**src/rtl/jpeg_bitstream_unstuffer_if.sv**
```systemverilog
// Word-in / byte-out bus of the JPEG bitstream unstuffer.
// Handshakes:
//   input side  : a word is taken on a rising edge where
//                 (data_ready | eof_data_partial_ready) & in_ready.
//   output side : out_byte is transferred on a rising edge where
//                 out_valid & out_ready; out_byte/out_valid hold while stalled.
//   marker_valid / stream_done are single-cycle pulses with no handshake.
interface jpeg_bitstream_unstuffer_if #(
  parameter int NUM_BYTES = 4
);
  localparam int W  = 8 * NUM_BYTES;
  localparam int CW = $clog2(W);

  logic [W-1:0]  JPEG_bitstream;
  logic          data_ready;
  logic          eof_data_partial_ready;
  logic [CW-1:0] end_of_file_bitstream_count;
  logic          in_ready;
  logic [7:0]    out_byte;
  logic          out_valid;
  logic          out_ready;
  logic          marker_valid;
  logic [7:0]    marker_code;
  logic          stream_done;

  // Environment side: produces words, consumes bytes.
  modport master (
    output JPEG_bitstream, data_ready, eof_data_partial_ready,
           end_of_file_bitstream_count, out_ready,
    input  in_ready, out_byte, out_valid, marker_valid, marker_code,
           stream_done
  );

  // Unstuffer side.
  modport slave (
    input  JPEG_bitstream, data_ready, eof_data_partial_ready,
           end_of_file_bitstream_count, out_ready,
    output in_ready, out_byte, out_valid, marker_valid, marker_code,
           stream_done
  );
endinterface

```
**src/rtl/jpeg_bitstream_unstuffer.sv**
```systemverilog
// JPEG bitstream unstuffer: takes MSB-first entropy-coded words, removes the
// 0x00 stuffed after each 0xFF, splits out FFxx markers, and emits a byte
// stream. A pending FF survives word boundaries; a partial word ends the
// stream, flushing a dangling FF and pulsing stream_done.
module jpeg_bitstream_unstuffer #(
  parameter int NUM_BYTES = 4
) (
  input  logic                        clk,
  input  logic                        rst,
  jpeg_bitstream_unstuffer_if.slave   bus,
  output logic [1:0]                  dbg_state
);
  localparam int W   = 8 * NUM_BYTES;
  localparam int CW  = $clog2(W);
  localparam int NBW = $clog2(NUM_BYTES + 1);

  typedef enum logic [1:0] {IDLE, LOAD, UNLOAD, DONE} state_t;

  state_t         state_q, state_d;
  logic [W-1:0]   word_q;
  logic           partial_q;
  logic [CW-1:0]  cnt_q;
  logic [NBW-1:0] nb_q;
  logic [NBW-1:0] idx_q, idx_d;
  logic           ff_pending_q, pend_d;

  logic [7:0]     out_byte_q;
  logic           out_valid_q;
  logic           marker_valid_q;
  logic [7:0]     marker_code_q;
  logic           stream_done_q;

  logic           in_ready;
  logic           take;
  logic           out_free;
  logic [W-1:0]   shifted;
  logic [7:0]     cur_byte;
  logic           last_byte;
  logic [CW:0]    cnt_ext;
  logic [NBW-1:0] nb_calc;
  logic [W-1:0]   fill_word;

  logic           emit;
  logic [7:0]     emit_val;
  logic           mark;
  logic [7:0]     mark_code;
  logic           done_pulse;

  // in_ready is gated by reset so it stays low while reset is held.
  assign in_ready   = (state_q == IDLE) & rst;
  assign take       = (bus.data_ready | bus.eof_data_partial_ready) & in_ready;
  assign out_free   = ~out_valid_q | bus.out_ready;
  assign shifted    = word_q << {idx_q, 3'b000};
  assign cur_byte   = shifted[W-1 -: 8];
  assign last_byte  = ((idx_q + NBW'(1)) == nb_q);

  assign bus.in_ready     = in_ready;
  assign bus.out_byte     = out_byte_q;
  assign bus.out_valid    = out_valid_q;
  assign bus.marker_valid = marker_valid_q;
  assign bus.marker_code  = marker_code_q;
  assign bus.stream_done  = stream_done_q;
  assign dbg_state        = state_q;

  // Byte count of the buffered word and JPEG 1-fill of the last partial byte.
  always_comb begin
    cnt_ext   = {1'b0, cnt_q} + (CW+1)'(7);
    nb_calc   = partial_q ? NBW'(cnt_ext >> 3) : NBW'(NUM_BYTES);
    fill_word = word_q;
    if (partial_q && (cnt_q[2:0] != 3'd0)) begin
      for (int i = 0; i < NUM_BYTES; i++) begin
        if ((NBW'(i) + NBW'(1)) == nb_calc) begin
          fill_word[W-1-8*i -: 8] = word_q[W-1-8*i -: 8] | (8'hFF >> cnt_q[2:0]);
        end
      end
    end
  end

  // Next state and per-byte unstuffing decision.
  always_comb begin
    state_d    = state_q;
    idx_d      = idx_q;
    pend_d     = ff_pending_q;
    emit       = 1'b0;
    emit_val   = 8'h00;
    mark       = 1'b0;
    mark_code  = 8'h00;
    done_pulse = 1'b0;
    case (state_q)
      IDLE: begin
        if (take) state_d = LOAD;
      end
      LOAD: begin
        idx_d   = '0;
        state_d = (partial_q && (nb_calc == '0)) ? DONE : UNLOAD;
      end
      UNLOAD: begin
        if (out_free) begin
          if (!ff_pending_q) begin
            if (cur_byte == 8'hFF) begin
              pend_d = 1'b1;
            end else begin
              emit     = 1'b1;
              emit_val = cur_byte;
            end
          end else begin
            if (cur_byte == 8'h00) begin
              emit     = 1'b1;
              emit_val = 8'hFF;
              pend_d   = 1'b0;
            end else if (cur_byte != 8'hFF) begin
              mark      = 1'b1;
              mark_code = cur_byte;
              pend_d    = 1'b0;
            end
          end
          idx_d = idx_q + NBW'(1);
          if (last_byte) state_d = partial_q ? DONE : IDLE;
        end
      end
      DONE: begin
        // A dangling FF at end of stream is data; flush it before finishing.
        if (out_free) begin
          if (ff_pending_q) begin
            emit     = 1'b1;
            emit_val = 8'hFF;
            pend_d   = 1'b0;
          end else begin
            done_pulse = 1'b1;
            state_d    = IDLE;
          end
        end
      end
      default: state_d = IDLE;
    endcase
  end

  // FSM state, byte index and pending-FF flag.
  always_ff @(posedge clk or negedge rst) begin
    if (!rst) begin
      state_q      <= IDLE;
      idx_q        <= '0;
      ff_pending_q <= 1'b0;
    end else begin
      state_q      <= state_d;
      idx_q        <= idx_d;
      ff_pending_q <= pend_d;
    end
  end

  // Word buffer: captured on accept, fill applied and byte count fixed in LOAD.
  always_ff @(posedge clk or negedge rst) begin
    if (!rst) begin
      word_q    <= '0;
      partial_q <= 1'b0;
      cnt_q     <= '0;
      nb_q      <= '0;
    end else if (take) begin
      word_q    <= bus.JPEG_bitstream;
      partial_q <= bus.eof_data_partial_ready;
      cnt_q     <= bus.eof_data_partial_ready ? bus.end_of_file_bitstream_count : '0;
    end else if (state_q == LOAD) begin
      word_q <= fill_word;
      nb_q   <= nb_calc;
    end
  end

  // Registered outputs: byte register held under backpressure, pulses 1 cycle.
  always_ff @(posedge clk or negedge rst) begin
    if (!rst) begin
      out_byte_q     <= 8'h00;
      out_valid_q    <= 1'b0;
      marker_valid_q <= 1'b0;
      marker_code_q  <= 8'h00;
      stream_done_q  <= 1'b0;
    end else begin
      if (emit) begin
        out_byte_q  <= emit_val;
        out_valid_q <= 1'b1;
      end else if (bus.out_ready) begin
        out_valid_q <= 1'b0;
      end
      marker_valid_q <= mark;
      if (mark) marker_code_q <= mark_code;
      stream_done_q <= done_pulse;
    end
  end
endmodule

```
**src/flat_wrapper.sv**
```systemverilog
// flat-port wrapper written by rule: the top's interface ports become plain ports
module jpeg_bitstream_unstuffer_flat 
#(
  parameter int NUM_BYTES = 4
)
  (clk, rst, dbg_state, bus_JPEG_bitstream, bus_data_ready, bus_eof_data_partial_ready, bus_end_of_file_bitstream_count, bus_out_ready, bus_in_ready, bus_out_byte, bus_out_valid, bus_marker_valid, bus_marker_code, bus_stream_done);
  jpeg_bitstream_unstuffer_if #(.NUM_BYTES(NUM_BYTES)) bus_i ();
  input  logic clk;
  input  logic rst;
  output logic [1:0] dbg_state;
  input wire logic [$bits(bus_i.JPEG_bitstream)-1:0] bus_JPEG_bitstream;
  input wire logic [$bits(bus_i.data_ready)-1:0] bus_data_ready;
  input wire logic [$bits(bus_i.eof_data_partial_ready)-1:0] bus_eof_data_partial_ready;
  input wire logic [$bits(bus_i.end_of_file_bitstream_count)-1:0] bus_end_of_file_bitstream_count;
  input wire logic [$bits(bus_i.out_ready)-1:0] bus_out_ready;
  output wire logic [$bits(bus_i.in_ready)-1:0] bus_in_ready;
  output wire logic [$bits(bus_i.out_byte)-1:0] bus_out_byte;
  output wire logic [$bits(bus_i.out_valid)-1:0] bus_out_valid;
  output wire logic [$bits(bus_i.marker_valid)-1:0] bus_marker_valid;
  output wire logic [$bits(bus_i.marker_code)-1:0] bus_marker_code;
  output wire logic [$bits(bus_i.stream_done)-1:0] bus_stream_done;
  assign bus_i.JPEG_bitstream = bus_JPEG_bitstream;
  assign bus_i.data_ready = bus_data_ready;
  assign bus_i.eof_data_partial_ready = bus_eof_data_partial_ready;
  assign bus_i.end_of_file_bitstream_count = bus_end_of_file_bitstream_count;
  assign bus_i.out_ready = bus_out_ready;
  assign bus_in_ready = bus_i.in_ready;
  assign bus_out_byte = bus_i.out_byte;
  assign bus_out_valid = bus_i.out_valid;
  assign bus_marker_valid = bus_i.marker_valid;
  assign bus_marker_code = bus_i.marker_code;
  assign bus_stream_done = bus_i.stream_done;
  jpeg_bitstream_unstuffer #(.NUM_BYTES(NUM_BYTES)) u_core (.clk(clk), .rst(rst), .bus(bus_i), .dbg_state(dbg_state));
endmodule
```
**config.mk**
```make
export PLATFORM = sky130hd
export DESIGN_NAME = jpeg_bitstream_unstuffer_flat
export DESIGN_NICKNAME = d
export VERILOG_FILES = /design/src/rtl/jpeg_bitstream_unstuffer_if.sv /design/src/rtl/jpeg_bitstream_unstuffer.sv /design/src/flat_wrapper.sv
export SDC_FILE = /design/constraint.sdc
export NUM_CORES = 1
export LEC_CHECK = 0
export ABC_AREA = 1
export CORE_UTILIZATION = 45
export CTS_CLUSTER_DIAMETER = 50
export DETAILED_ROUTE_END_ITERATION = 12
export PLACE_DENSITY = 0.69
export SYNTH_ARGS = -nofsm -noshare
export SYNTH_HDL_FRONTEND = slang
export SYNTH_SLANG_ARGS = --single-unit
```
**constraint.sdc**
```tcl
create_clock -name clk -period 1.8 [get_ports clk]
set_input_delay 0.36 -clock clk [delete_from_list [all_inputs] [get_ports clk]]
set_output_delay 0.36 -clock clk [all_outputs]
set_load 0.02 [all_outputs]
```
# Word level (Yosys, flattened, before mapping)
# Cells that the tools add are included.
[word_totals]
input_bits = 42
word_cells = 122
latchBits = 0
mem_count = 0
reg_bits = 66
output_inout_bits = 22
ramBits = 0
rom_bits = 0
[classes]
add_sub_neg = 2
div_mod_pow = 0
n_eq_ne = 15
order_cmp = 0
muxes = 55
bitwise = 10
n_reduce_logical = 23
shifts = 2
mul = 0
[op_table]
columns = ["operator", "count"]
rows = [
  ["8-bit 2-to-1 mux", 15],
  ["32-bit 2-to-1 mux", 3],
  ["8-bit OR", 4],
  ["32-bit by 6-bit << shifter with 32-bit output", 1],
  ["1-bit 2-to-1 mux", 23],
  ["2-bit nonzero test", 9],
  ["8-bit one-hot mux with 2 select lines", 1],
  ["3-bit AND reduction", 5],
  ["2-bit 2-to-1 mux", 6],
  ["8-bit equality test, second input constant", 1],
  ["8-bit zero test", 1],
  ["2-bit by 1-bit inequality test with 1-bit output, second input constant", 4],
  ["8-bit inequality test, second input constant", 1],
  ["2-bit one-hot mux with 4 select lines", 1],
  ["8-bit by 3-bit >> shifter with 8-bit output, first input constant", 1],
  ["5-bit by 3-bit adder with 6-bit output, second input constant", 1],
  ["2-bit by 3-bit equality test with 1-bit output, first input constant", 2],
  ["3-bit 2-to-1 mux", 2],
  ["3-bit one-hot mux with 2 select lines", 1],
  ["5-bit 2-to-1 mux", 1],
  ["5-bit AND reduction", 1],
  ["2-bit equality test, second input constant", 2],
  ["1-bit one-hot mux with 2 select lines", 2],
  ["2-bit AND reduction", 2],
  ["13 further kinds", 17],
]

# Longest topological paths before layout
# Gate-level depths: netlist of run 1.
[depth]
ltp_word = 7
mapped_depth = 16

# Worst setup path before layout of run 1
# OpenSTA, ideal clock, no wires.
[synth_timing]
kind = "register -> register"
start = "register u_core.state_q[0] (netlist: u_core.dbg_state[0])"
end = "register u_core.word_q[23]"
path_stages_with_launch = 10
setup_time_ns = 0.118
synth_period_minus_slack_ns = 1.989
slack_ns = -0.189
required_ns = 1.682
path_buffers = 3
arrival_ns = 1.870
path_cell_list = "dfrtp_1 > buf_2 > nor2_1 > nand2_1 > clkinv_1 > o21ai_2 > buf_2 > buf_4 > mux2i_1 > inv_1"
[synth_between]
elab_chain_cells = 5
[synth_rtl]
columns = ["item", "line", "rtl"]
rows = [
  ["start, declared", "jpeg_bitstream_unstuffer.sv:19", "state_t state_q, state_d;"],
  ["start signal, assigned", "jpeg_bitstream_unstuffer.sv:145", "state_q <= state_d;"],
  ["2-bit zero test (*)", "jpeg_bitstream_unstuffer.sv:50", "assign in_ready = (state_q == IDLE) & rst;"],
  ["1-bit bitwise AND (*)", "jpeg_bitstream_unstuffer.sv:50", ""],
  ["net bus_in_ready", "flat_wrapper.sv:16", "output wire logic [$bits(bus_i.in_ready)-1:0] bus_in_ready;"],
  ["1-bit bitwise AND (*)", "jpeg_bitstream_unstuffer.sv:51", "assign take = (bus.data_ready | bus.eof_data_partial_ready) & in_ready;"],
  ["2-bit nonzero test (no line)", "-", ""],
  ["3-bit AND reduction (no line)", "-", ""],
  ["end signal, assigned", "jpeg_bitstream_unstuffer.sv:159", "word_q <= bus.JPEG_bitstream;"],
  ["end signal, assigned", "jpeg_bitstream_unstuffer.sv:163", "word_q <= fill_word;"],
  ["end, declared", "jpeg_bitstream_unstuffer.sv:20", "logic [W-1:0] word_q;"],
]
# The timed path passes the listed nets; every way through them passes the cells marked *.
# A chain may end at the register's enable or synchronous reset.

# Final worst setup path of run 1
[layout_timing]
start = "register u_core.idx_q[0]"
end = "register u_core.out_byte_q[2] (netlist: u_core.bus.out_byte[2])"
[layout_between]
elab_chain_cells = 6
[layout_rtl]
columns = ["item", "line", "rtl"]
rows = [
  ["start, declared", "jpeg_bitstream_unstuffer.sv:24", "logic [NBW-1:0] idx_q, idx_d;"],
  ["start signal, assigned", "jpeg_bitstream_unstuffer.sv:146", "idx_q <= idx_d;"],
  ["32-bit by 6-bit << shifter with 32-bit output (*)", "jpeg_bitstream_unstuffer.sv:53", "assign shifted = word_q << {idx_q, 3'b000};"],
  ["8-bit equality test / 8-bit zero test (equally long branches)", "jpeg_bitstream_unstuffer.sv:100, jpeg_bitstream_unstuffer.sv:107", ""],
  ["8-bit 2-to-1 mux (tied with other cells)", "jpeg_bitstream_unstuffer.sv:100", "if (cur_byte == 8'hFF) begin"],
  ["8-bit 2-to-1 mux / 1-bit 2-to-1 mux (equally long branches)", "jpeg_bitstream_unstuffer.sv:99", "if (!ff_pending_q) begin"],
  ["8-bit 2-to-1 mux / 1-bit 2-to-1 mux (equally long branches)", "jpeg_bitstream_unstuffer.sv:98", "if (out_free) begin"],
  ["8-bit one-hot mux with 2 select lines / 1-bit one-hot mux with 2 select lines (equally long branches)", "jpeg_bitstream_unstuffer.sv:89", "case (state_q)"],
  ["end signal, assigned", "jpeg_bitstream_unstuffer.sv:178", "out_byte_q <= emit_val;"],
  ["end, declared", "jpeg_bitstream_unstuffer.sv:27", "logic [7:0] out_byte_q;"],
]
# Every way passes the cells marked *; elsewhere a longest branch is shown, timed or not.

==> results of run 1 <==
==> worst register-to-register path: stages (launching register included) <==
cell	delay [ns]
dfrtp_1	0.42
buf_12	0.17
clkinv_16	0.07
nand2_1	0.07
nand2_1	0.06
nand2_1	0.04
nand2_1	0.09
nand2_2	0.07
nor2_4	0.18
nand3_4	0.15
nand2_4	0.11
nand3_4	0.09
nand2_4	0.12
nand2_1	0.07
nand2_1	0.06
==> path summary, 6_finish.rpt <==
path                                   startpoint                      to  slack [ns]  depth (start not counted)
max                               u_core.idx_q[0]  u_core.bus.out_byte[2]       -0.04                         14
min                                           rst        u_core.word_q[2]        0.25                          2
max reg2reg                       u_core.idx_q[0]  u_core.bus.out_byte[2]       -0.04                         14
min reg2reg                u_core.bus.out_byte[5]  u_core.bus.out_byte[5]        0.49                          2
max in group asynchronous                     rst        u_core.word_q[7]        0.98                          2
min in group clk           u_core.bus.out_byte[5]  u_core.bus.out_byte[5]        0.49                          2
==> sequential cells by signal, summed over array words and instances (netlist names) <==
name	flops
u_core.bus.stream_done	1
u_core.bus.marker_valid	1
u_core.word_q	32
u_core.bus.marker_code	8
u_core.bus.out_byte	8
u_core.bus.out_valid	1
u_core.idx_q	3
u_core.nb_q	3
u_core.partial_q	1
u_core.dbg_state	2
u_core.ff_pending_q	1
u_core.cnt_q	5
==> metal layers <==
| metal | routed length, um | GRT usage, % | vias up | part of all wire (%) |
|---|---|---|---|---|
| met4 | 123 | 7.937 | 0 | 1.4 |
| met3 | 409 | 4.630 | 12 | 4.5 |
| met2 | 4510 | 39.39 | 93 | 50 |
| met5 | 0 | 0 | - | 0 |
| li1 | - | - | 1663 | - |
| met1 | 4036 | 29.69 | 1595 | 44 |
==> through the flow <==
step	area, um^2	std cells	setup slack [ns]	setup TNS (ns)
5_1_grt	5030	662	-0.1484	-1.928
4_1_cts	4835	662	0.002246	0
2_1_floorplan	3552	450	0.01301	0
3_3_place_gp	4548	644	-0.1143	-0.8961
6_report	5030	662	-0.04484	-0.2006
3_5_place_dp	4548	644	-0.1234	-1.481
==> report_power, final <==
group          switching (W)  internal [W]
Clock               0.000556      0.000744
Sequential          0.000494       0.00217
Combinational        0.00308       0.00232
==> cell usage in the layout, fill, tap and decap left out, types with 9 or more instances in the layout <==
cell type,count
a21oi_2,10
inv_1,43
nor2_2,9
nor2_1,39
nand3_1,30
clkdlybuf4s50_1,59
o21ai_0,15
clkbuf_8,12
a21oi_1,24
nand2_1,111
o22a_1,10
nand2_2,29
dfrtp_1,66
buf_4,36
==> synthesized netlist by cell type (all sizes together) <==
cell / instances / area, um^2
a41oi: 1 / 8.760
clkbuf: 1 / 3.750
nor2: 56 / 244.0
xnor2: 1 / 8.760
nand3: 36 / 197.7
mux2i: 4 / 40.04
inv: 47 / 183.9
nand4: 2 / 12.51
buf: 11 / 103.9
dfrtp: 66 / 1652
nand2: 146 / 585.6
a21oi: 35 / 209.0
o21ai: 19 / 102.6
xor2: 3 / 26.28
o22a: 10 / 87.58
o21a: 1 / 7.510
a31oi: 5 / 37.53
ha: 1 / 12.51
o22ai: 2 / 12.51
nor3: 1 / 5.000
clkinv: 2 / 7.510
==> what timing repair did <==
item / in CTS / in global routing
endpoints found under the setup margin: 20 / 29
gates cloned: 3 / 0
setup buffers: 0 / 0
gates resized for setup: 17 / 56
pin swaps: 7 / 28
==> final cells by class <==
cell class	instances	area [um^2]
clock buffers	13	168.9
fillers	670	2658
repair buffers	104	974.7
multi-input cells	326	1861
flip-flops and latches	66	1652
well taps	102	127.6
clock inverters	2	35.03
inverters	49	211.5
==> cells by family after synthesis <==
family | count (synthesis) | synth area share [%]
mux | 4 | 1.128
xor+xnor | 4 | 0.9875
simple gates | 241 | 29.44
flops | 66 | 46.54
buf+inv | 61 | 8.427
fa+ha+maj | 1 | 0.3526
compound gates | 73 | 13.12
==> results.md, run 1 <==
* RSZ-0062 raised after global routing: true
* Netlist cell types at 36
* CTS H-tree depth at 3
* Critical Path RT at between 2 and 2.5 ns
* Die area at a little over 8000 um^2
* Fmax at about 540 MHz
* Seq/Total Area, Yosys at between 40 and 50%
* GRT overflow at 0
* Final core occ at 65.43%
* GRT Total Usage at between 20% and 30%
* VDD IR-drop max at 0.0007756 V
* Buffers on Ports at between 60 and 70
* Root Buffer: clkbuf_8
* Detailed Place HPWL at ~6400 um
* First-pass GRT wire length at roughly 15,000 um
* Final net count at around 600
* Crit path capture type: flop
* WP buf/inv at 2
* Status: complete, but fails checks
* Vias in the first global route at between 3,000 and 4,000
* Wire length per cell at approximately 14 um
* Setup CP Type: reg -> reg
* Critical Path AT at about 2.1 ns
* Syn avg cell area at roughly 8 um^2
* Setup Viol. Count Final at 10
* Starting Density at a little under half
* Final Wtd Congestion at ~0.85
* P&R area growth vs syn at 41.75%
* Syn_nets at approximately 490
* First-pass detailed-route iteration total at 5
* DR DRC count at 0
* Post-synthesis cell count at 450
* Largest net degree at the start of global routing at 67
* Vias per cell at a little over 5
* Die W at 90.80 um
* Leakage power at around 2.5 nW
* #FFs+latches synth at between 60 and 70
* Final period utilization at 102.5%
* Final Skew at around 0.0095 ns
* CTS Buf Count at 9
* Yosys warns at 0
* Mapped Area at approximately 3500 um^2
* Core area at slightly below 8000 um^2
* Drt total wl at just over 9000 um
* N_diodes at 0
* Antenna-violating nets left at 0
* CTS tree: yes
* Clock buffer depth at 2
* Hold Fails Final Rpt at 0
* CTS clk-pin slew, worst paths at 0.07 ns
* Pwr dens at 1861 nW/um^2
* Slew Viols, Final at 0
* Row cnt at 32
* Initial antenna violation count at 0
* # IOs at 64
* Drt first-iter violations at 118
* Clk Latency, worst-skew pair at 0.35 ns
* Worst setup SP type: flop
* Clock Sinks at 66
* Critical path's slowest cell: dfrtp_1
* Hold Buf Count CTS at 0
* Failing checks: setup timing
* Max Cap Viol at 0
* Slew of the pin with the lowest slew margin at 0.8411 ns
* Hold/Removal Path Class: in -> async
* CP Max Fanout at 17
* Die H at 90.80 um
* Crit-path cells: buf_12 -> clkinv_16 -> nand2_1 -> nand2_1 -> nand2_1 -> nand2_1 -> nand2_2 -> nor2_4 -> nand3_4 -> nand2_4 -> nand3_4 -> nand2_4 -> nand2_1 -> nand2_1
* Delay-heaviest family, CP: simple AND/OR/NAND/NOR gates
* Final Worst Setup Slack at -0.04484 ns
* Relative slew slack at between 40% and 50%
* Share of cells above drive strength 1 at about a quarter
* Worst path max stage delay at between 0.4 and 0.5 ns
* Vias after detailed routing at approximately 3,400
* Minimum clock period at 1.845 ns
* Final hold slack at about 0.25 ns
* Crit path top cell by count: nand2_1
* Power Total at around 0.0094 W
Note: power is estimated with default switching activity, not from simulation.
==> run 2, diff against run 1 <==
--- a/config.mk
+++ b/config.mk
@@ -6,10 +6,10 @@
 export NUM_CORES = 1
 export LEC_CHECK = 0
 export ABC_AREA = 1
-export CORE_UTILIZATION = 45
+export CORE_UTILIZATION = 48
 export CTS_CLUSTER_DIAMETER = 50
 export DETAILED_ROUTE_END_ITERATION = 12
-export PLACE_DENSITY = 0.69
+export PLACE_DENSITY = 0.73
 export SYNTH_ARGS = -nofsm -noshare
 export SYNTH_HDL_FRONTEND = slang
 export SYNTH_SLANG_ARGS = --single-unit
==> results.md, run 2 (synthesis results as in run 1) <==
* # IOs at between 60 and 70
* Final Wtd Congestion at between 0.9 and 1
* DR DRC count at 0
* Fmax at approximately 550 MHz
* Hold Fails Final Rpt at 0
* Root Buffer: clkbuf_8
* Critical Path RT at 2.08 ns
* Largest net degree at the start of global routing at 67
* Drt first-iter violations at around 180
* Die W at approximately 88 um
* Clock Sinks at 66
* DRT met1 WL at roughly 4200 um
* Vias per cell at 5.226
* RR Startpoint: u_core.idx_q[0]
* Clock buffer depth at 2
* CTS H-tree depth at 3
* GRT overflow at 0
* Wire length per cell at roughly 14 um
* Max Cap Viol at 0
* Pre-CTS setup slack at -0.1330 ns
* VDD IR-drop max at around 0.00096 V
* Critical Path AT at 2.09 ns
* Hold/Removal Path Class: in -> async
* Share of cells above drive strength 1 at between 20 and 25%
* Antenna-violating nets left at 0
* Sw frac at 44.26%
* Drt total wl at 9204 um
* Share of total power in the clock network at between 10% and 20%
* N_diodes at 0
* Final net count at about 600
* Setup CP Type: reg -> reg
* Hold Buf Count CTS at 0
* Sw power at 0.003980 W
* Final core occ at between 60% and 70%
* Leakage power at 2.426 nW
* Routed length on met2 at around 4500 um
* Crit path capture type: flop
* Starting Density at approximately half
* Largest register FFs at 32
* Commonest non-fill, non-tap cells in the layout: 124 x nand2_1, 66 x dfrtp_1, 59 x clkdlybuf4s50_1, 47 x nor2_1, 43 x inv_1
* CP startpoint: u_core.idx_q[0]
* First-pass detailed-route iteration total at 4
* CTS Buf Count at 9
* Post-route design area at slightly below 5000 um^2
* Vias after detailed routing at about 3,400
* Die H at a little under 90 um
* Cell-internal power at ~0.0050 W
* Slew Viols, Final at 0
* Row cnt at 30
* Combinational power share at a little under three fifths
* Relative slew slack at a little over two fifths
* Slew of the pin with the lowest slew margin at between 0.8 and 0.9 ns
* Worst setup SP type: flop
* Minimum clock period at ~1.8 ns
* Vias in the first global route at roughly 3,300
* Placed cell areas at between 4000 and 5000 um^2
* Commonest non-fill, non-tap cell in the layout: nand2_1
* Status: complete, but fails checks
* CTS clk-pin slew, worst paths at approximately 0.070 ns
* Pwr dens at 1852 nW/um^2
* Final Skew at about 0.0068 ns
* Largest Register: u_core.word_q
* RSZ-0062 raised after global routing: true
* Power Total at between 0.008 and 0.009 W
* Initial antenna violation count at 0
* Detailed Place HPWL at ~6300 um
* Final period utilization at 100.2%
* Setup Viol. Count Final at 1
* CP Max Fanout at 9
* CTS tree: yes
* Buffers on Ports at 63
* Fillers at between 500 and 600
* P&R area growth vs syn at 36.85%
* Die area at ~7700 um^2
* First-pass GRT wire length at approximately 15,000 um
* Core area at 6982 um^2
* Met3 Wirelength at between 400 and 500 um
* DR top layer: met4
* FF+latch area at between 1500 and 2000 um^2
* GRT Total Usage at between 20 and 30%
* Multi-input gate area at between 1500 and 2000 um^2
* Failing checks: setup timing
* Final Worst Setup Slack at -0.003219 ns
* Sequential Power Share at 28.9%
* Clk Latency, worst-skew pair at ~0.34 ns
-- run 2: cell types whose count changed in the layout (fill, tap and decap cells not counted), sizes merged --
cell      previous run  this run
buf                 42        39
clkbuf              14        15
clkinv               4         3
clkinvlp             0         1
inv                 46        47
-- run 2: timing repair --
item	in CTS	in global routing
resized for setup	7	34
endpoints found under the setup margin	19	29
gates cloned	2	2
pin swaps	2	9
buffers inserted	1	0
-- run 2: critical path: stages (launching register included) --
cell and delay, ns:
dfrtp_1 0.41, buf_6 0.16, clkinv_8 0.07, nand2_2 0.05, nand2_1 0.06, nand2_1 0.05, nand2_1 0.09, nand2_2 0.08
nor2_4 0.17, nand3_4 0.14, nand2_4 0.11, nand3_4 0.09, nand2_2 0.13, nand2_1 0.08, nand2_1 0.06
-- run 2: metrics by stage --
step	instances	hold slack, ns	TNS [ns]
4_1_cts	653	0.2950	-0.001691
3_5_place_dp	634	0.4693	-1.694
2_1_floorplan	450	0.06441	0
3_3_place_gp	634	0.4589	-0.7563
6_report	655	0.2276	-0.003219
5_1_grt	655	0.3335	-1.605
-- run 2: layer usage --
layer | up-vias | track usage [%]
met3 | 15 | 3.582
met2 | 110 | 42.49
met5 | - | 0
li1 | 1660 | -
met1 | 1638 | 33.43
met4 | 0 | 9.240
-- run 2: worst paths after layout --
kind	endpoint	slack, ns	cells past startpoint
worst max register to register	u_core.bus.out_byte[4]	-0.003	14
worst max-delay path	u_core.bus.out_byte[4]	-0.003	14
worst min register to register	u_core.bus.out_byte[5]	0.49	2
worst min-delay path	u_core.word_q[9]	0.23	2
max in group asynchronous	u_core.word_q[12]	1.00	2
min in group clk	u_core.bus.out_byte[5]	0.49	2
-- run 2: power groups by stage --
stage	clock (W)	sequential [W]	combinational (W)
floorplan	0	0.00277	0.00282
global placement	0	0.00257	0.00466
detailed placement	0	0.00259	0.00477
CTS	0.00128	0.00256	0.00486
global route	0.00135	0.00268	0.00569
finish	0.00128	0.00260	0.00511
-- run 2: layout make-up --
class | instances | share of cell area, %
clock buffer | 14 | 3.350
clock inverter | 2 | 0.7215
inverter | 49 | 4.200
multi-input combinational | 326 | 36.00
sequential | 66 | 34.01
tap | 96 | 2.474
timing repair buffer | 101 | 19.02
timing repair inverter | 1 | 0.2319
==> run 3, diff against run 2 <==
--- a/config.mk
+++ b/config.mk
@@ -6,10 +6,11 @@
 export NUM_CORES = 1
 export LEC_CHECK = 0
 export ABC_AREA = 1
-export CORE_UTILIZATION = 48
+export CORE_UTILIZATION = 57
 export CTS_CLUSTER_DIAMETER = 50
 export DETAILED_ROUTE_END_ITERATION = 12
-export PLACE_DENSITY = 0.73
+export DONT_BUFFER_PORTS = 1
+export PLACE_DENSITY = 0.71
 export SYNTH_ARGS = -nofsm -noshare
 export SYNTH_HDL_FRONTEND = slang
 export SYNTH_SLANG_ARGS = --single-unit
==> results.md, run 3 (synthesis results as in run 1) <==
* Status: complete, but fails checks
* Failing checks: hold timing, setup timing
* Slew Viols, Final at 0
* Detailed Place HPWL at approximately 6100 um
* Relative slew slack at roughly 65%
* Die W at 80.90 um
* Setup Viol. Count Final at 16
* Hold Fails Final Rpt at between 60 and 70
* P&R area growth vs syn at 18.79%
* Clock Sinks at between 60 and 70
* First-pass GRT wire length at about 14,000 um
* Fillers at about 500
* Worst path max stage delay at about 0.44 ns
* Final Wtd Congestion at about 0.84
* Vias after detailed routing at around 3,100
* Critical Path RT at 2.03 ns
* Slew of the pin with the lowest slew margin at between 0.5 and 0.6 ns
* WP buf/inv at 2
* Placed Instances at roughly 540
* CP Max Fanout at 9
* CTS tree: yes
* Fmax at approximately 530 MHz
* Commonest non-fill, non-tap cell in the layout: nand2_1
* Critical path's slowest cell: dfrtp_2
* First-pass detailed-route iteration total at 4
* Sw frac at between 40% and 50%
* Clock buffer depth at 2
* Leakage power at between 2 and 2.5 nW
* Buffers on Ports at 0
* Root Buffer: clkbuf_8
* Crit-path cells: buf_12 -> inv_16 -> nand2_2 -> nand2_1 -> nand2_1 -> nand2_1 -> nand2_2 -> nor2_4 -> nand3_4 -> nand2_1 -> nand2_1 -> a21oi_1 -> nand2_1
* Share of cells above drive strength 1 at about 24%
* Largest register FFs at 32
* Vias per cell at between 5 and 6
* Delay-heaviest family, CP: simple AND/OR/NAND/NOR gates
* Core area at around 6000 um^2
* Clk Latency, worst-skew pair at roughly 0.35 ns
* Starting Density at 59.58%
* Multi-input gate area at 1819 um^2
* Sequential Power Share at 33.8%
* Worst setup SP type: flop
* Pwr dens at 2037 nW/um^2
* Largest Register: u_core.word_q
* Row cnt at 28
* Post-route insts no fill at between 500 and 600
* Final Worst Setup Slack at -0.08728 ns
* Final period utilization at 104.8%
* Final hold slack at -0.2983 ns
* Minimum clock period at about 1.9 ns
* Hold/Removal Path Class: in -> async
* RSZ-0062 raised after global routing: true
* Final net count at 524
* Combinational power share at between 50 and 60%
* CTS H-tree depth at 3
* Cell-internal power at approximately 0.0046 W
* Wire length per cell at approximately 16 um
* CTS clk-pin slew, worst paths at 0.07 ns
* Largest net degree at the start of global routing at 68
* Setup CP Type: reg -> reg
* GRT overflow at 0
* N_diodes at 0
* Power Total at roughly 0.0086 W
* # IOs at 64
* Critical Path AT at around 2.1 ns
* Sw power at 0.004008 W
* Final core occ at a little over two thirds
* Die area at between 6000 and 7000 um^2
* Drt first-iter violations at a little under 200
* Antenna-violating nets left at 0
* DR DRC count at 0
* Commonest non-fill, non-tap cells in the layout: 115 x nand2_1, 65 x dfrtp_1, 42 x inv_1, 41 x nor2_1, 31 x nand3_1
* Post-route design area at between 4000 and 5000 um^2
* VDD IR-drop max at 0.0009839 V
* Final Skew at slightly below 0.008 ns
* Vias in the first global route at 3,041
* Reg2reg setup slack at -0.09 ns
* FF+latch area at between 1500 and 2000 um^2
* Crit path top cell by count: nand2_1
* CTS Buf Count at 9
* Crit path capture type: flop
* Max Cap Viol at 0
* Drt total wl at 8821 um
* GRT Total Usage at 28.95%
* Share of total power in the clock network at 14.4%
* Initial antenna violation count at 0
* Placed cell areas at 3744 um^2
* Die H at 80.90 um
==> run 3: final cells by class <==
cell class,count,area share [%]
multi-input cells,327,43.16
flip-flops and latches,66,39.21
repair buffers,27,5.521
inverters,49,4.927
clock buffers,12,3.681
well taps,75,2.226
clock inverters,2,0.8905
repair inverters,1,0.3859
==> run 3: final timing paths <==
path                                  startpoint                      to  cells past startpoint
setup reg to reg                 u_core.idx_q[0]  u_core.bus.out_byte[6]                     13
setup / recovery                 u_core.idx_q[0]  u_core.bus.out_byte[6]                     13
hold / removal                               rst  u_core.bus.out_byte[3]                      0
min in group clk           bus_JPEG_bitstream[7]        u_core.word_q[7]                      2
hold reg to reg                 u_core.word_q[7]        u_core.word_q[7]                      2
max in group asynchronous                    rst         u_core.idx_q[0]                      0
==> run 3: metrics by stage <==
step	setup slack [ns]	TNS [ns]
after floorplan	0.01301	0
after global placement	0.02681	0
after detailed placement	-0.06919	-0.4574
after CTS	-0.001969	-0.002350
after global routing	-0.1722	-2.186
final	-0.08728	-0.5804
==> run 3: power by group through the flow <==
stage / clock [W] / combinational [W] / sequential (W)
after global placement: 0 / 0.00374 / 0.00284
after floorplan: 0 / 0.00282 / 0.00277
after global routing: 0.00131 / 0.00496 / 0.00298
after detailed placement: 0 / 0.00386 / 0.00286
after CTS: 0.00124 / 0.00401 / 0.00283
final: 0.00124 / 0.00445 / 0.00290
==> run 3: timing repair <==
item                                    4_1_cts  5_1_grt
endpoints found under the setup margin       16       29
pin swaps                                     4        6
gates resized for setup                       7       52
cloned                                        2        4
buffers inserted                              1        0
hold endpoints to repair                     66       66
==> run 3: metal layers <==
metal / share of wire, % / GRT usage [%] / up-vias / routed length, um
met5: 0 / 0 / - / 0
met4: 1.8 / 11.43 / 0 / 159
met3: 6.2 / 5.730 / 17 / 549
met2: 49 / 48.66 / 107 / 4351
met1: 43 / 36.53 / 1456 / 3760
li1: - / - / 1513 / -
==> run 3: worst reg2reg max path, delay by kind of cell, from the launching register on <==
kind	cells	cell delay, ns
AOI/OAI and AO/OA	1	0.18
buffers and inverters	2	0.24
DFF	1	0.44
and+or+nand+nor	10	0.91
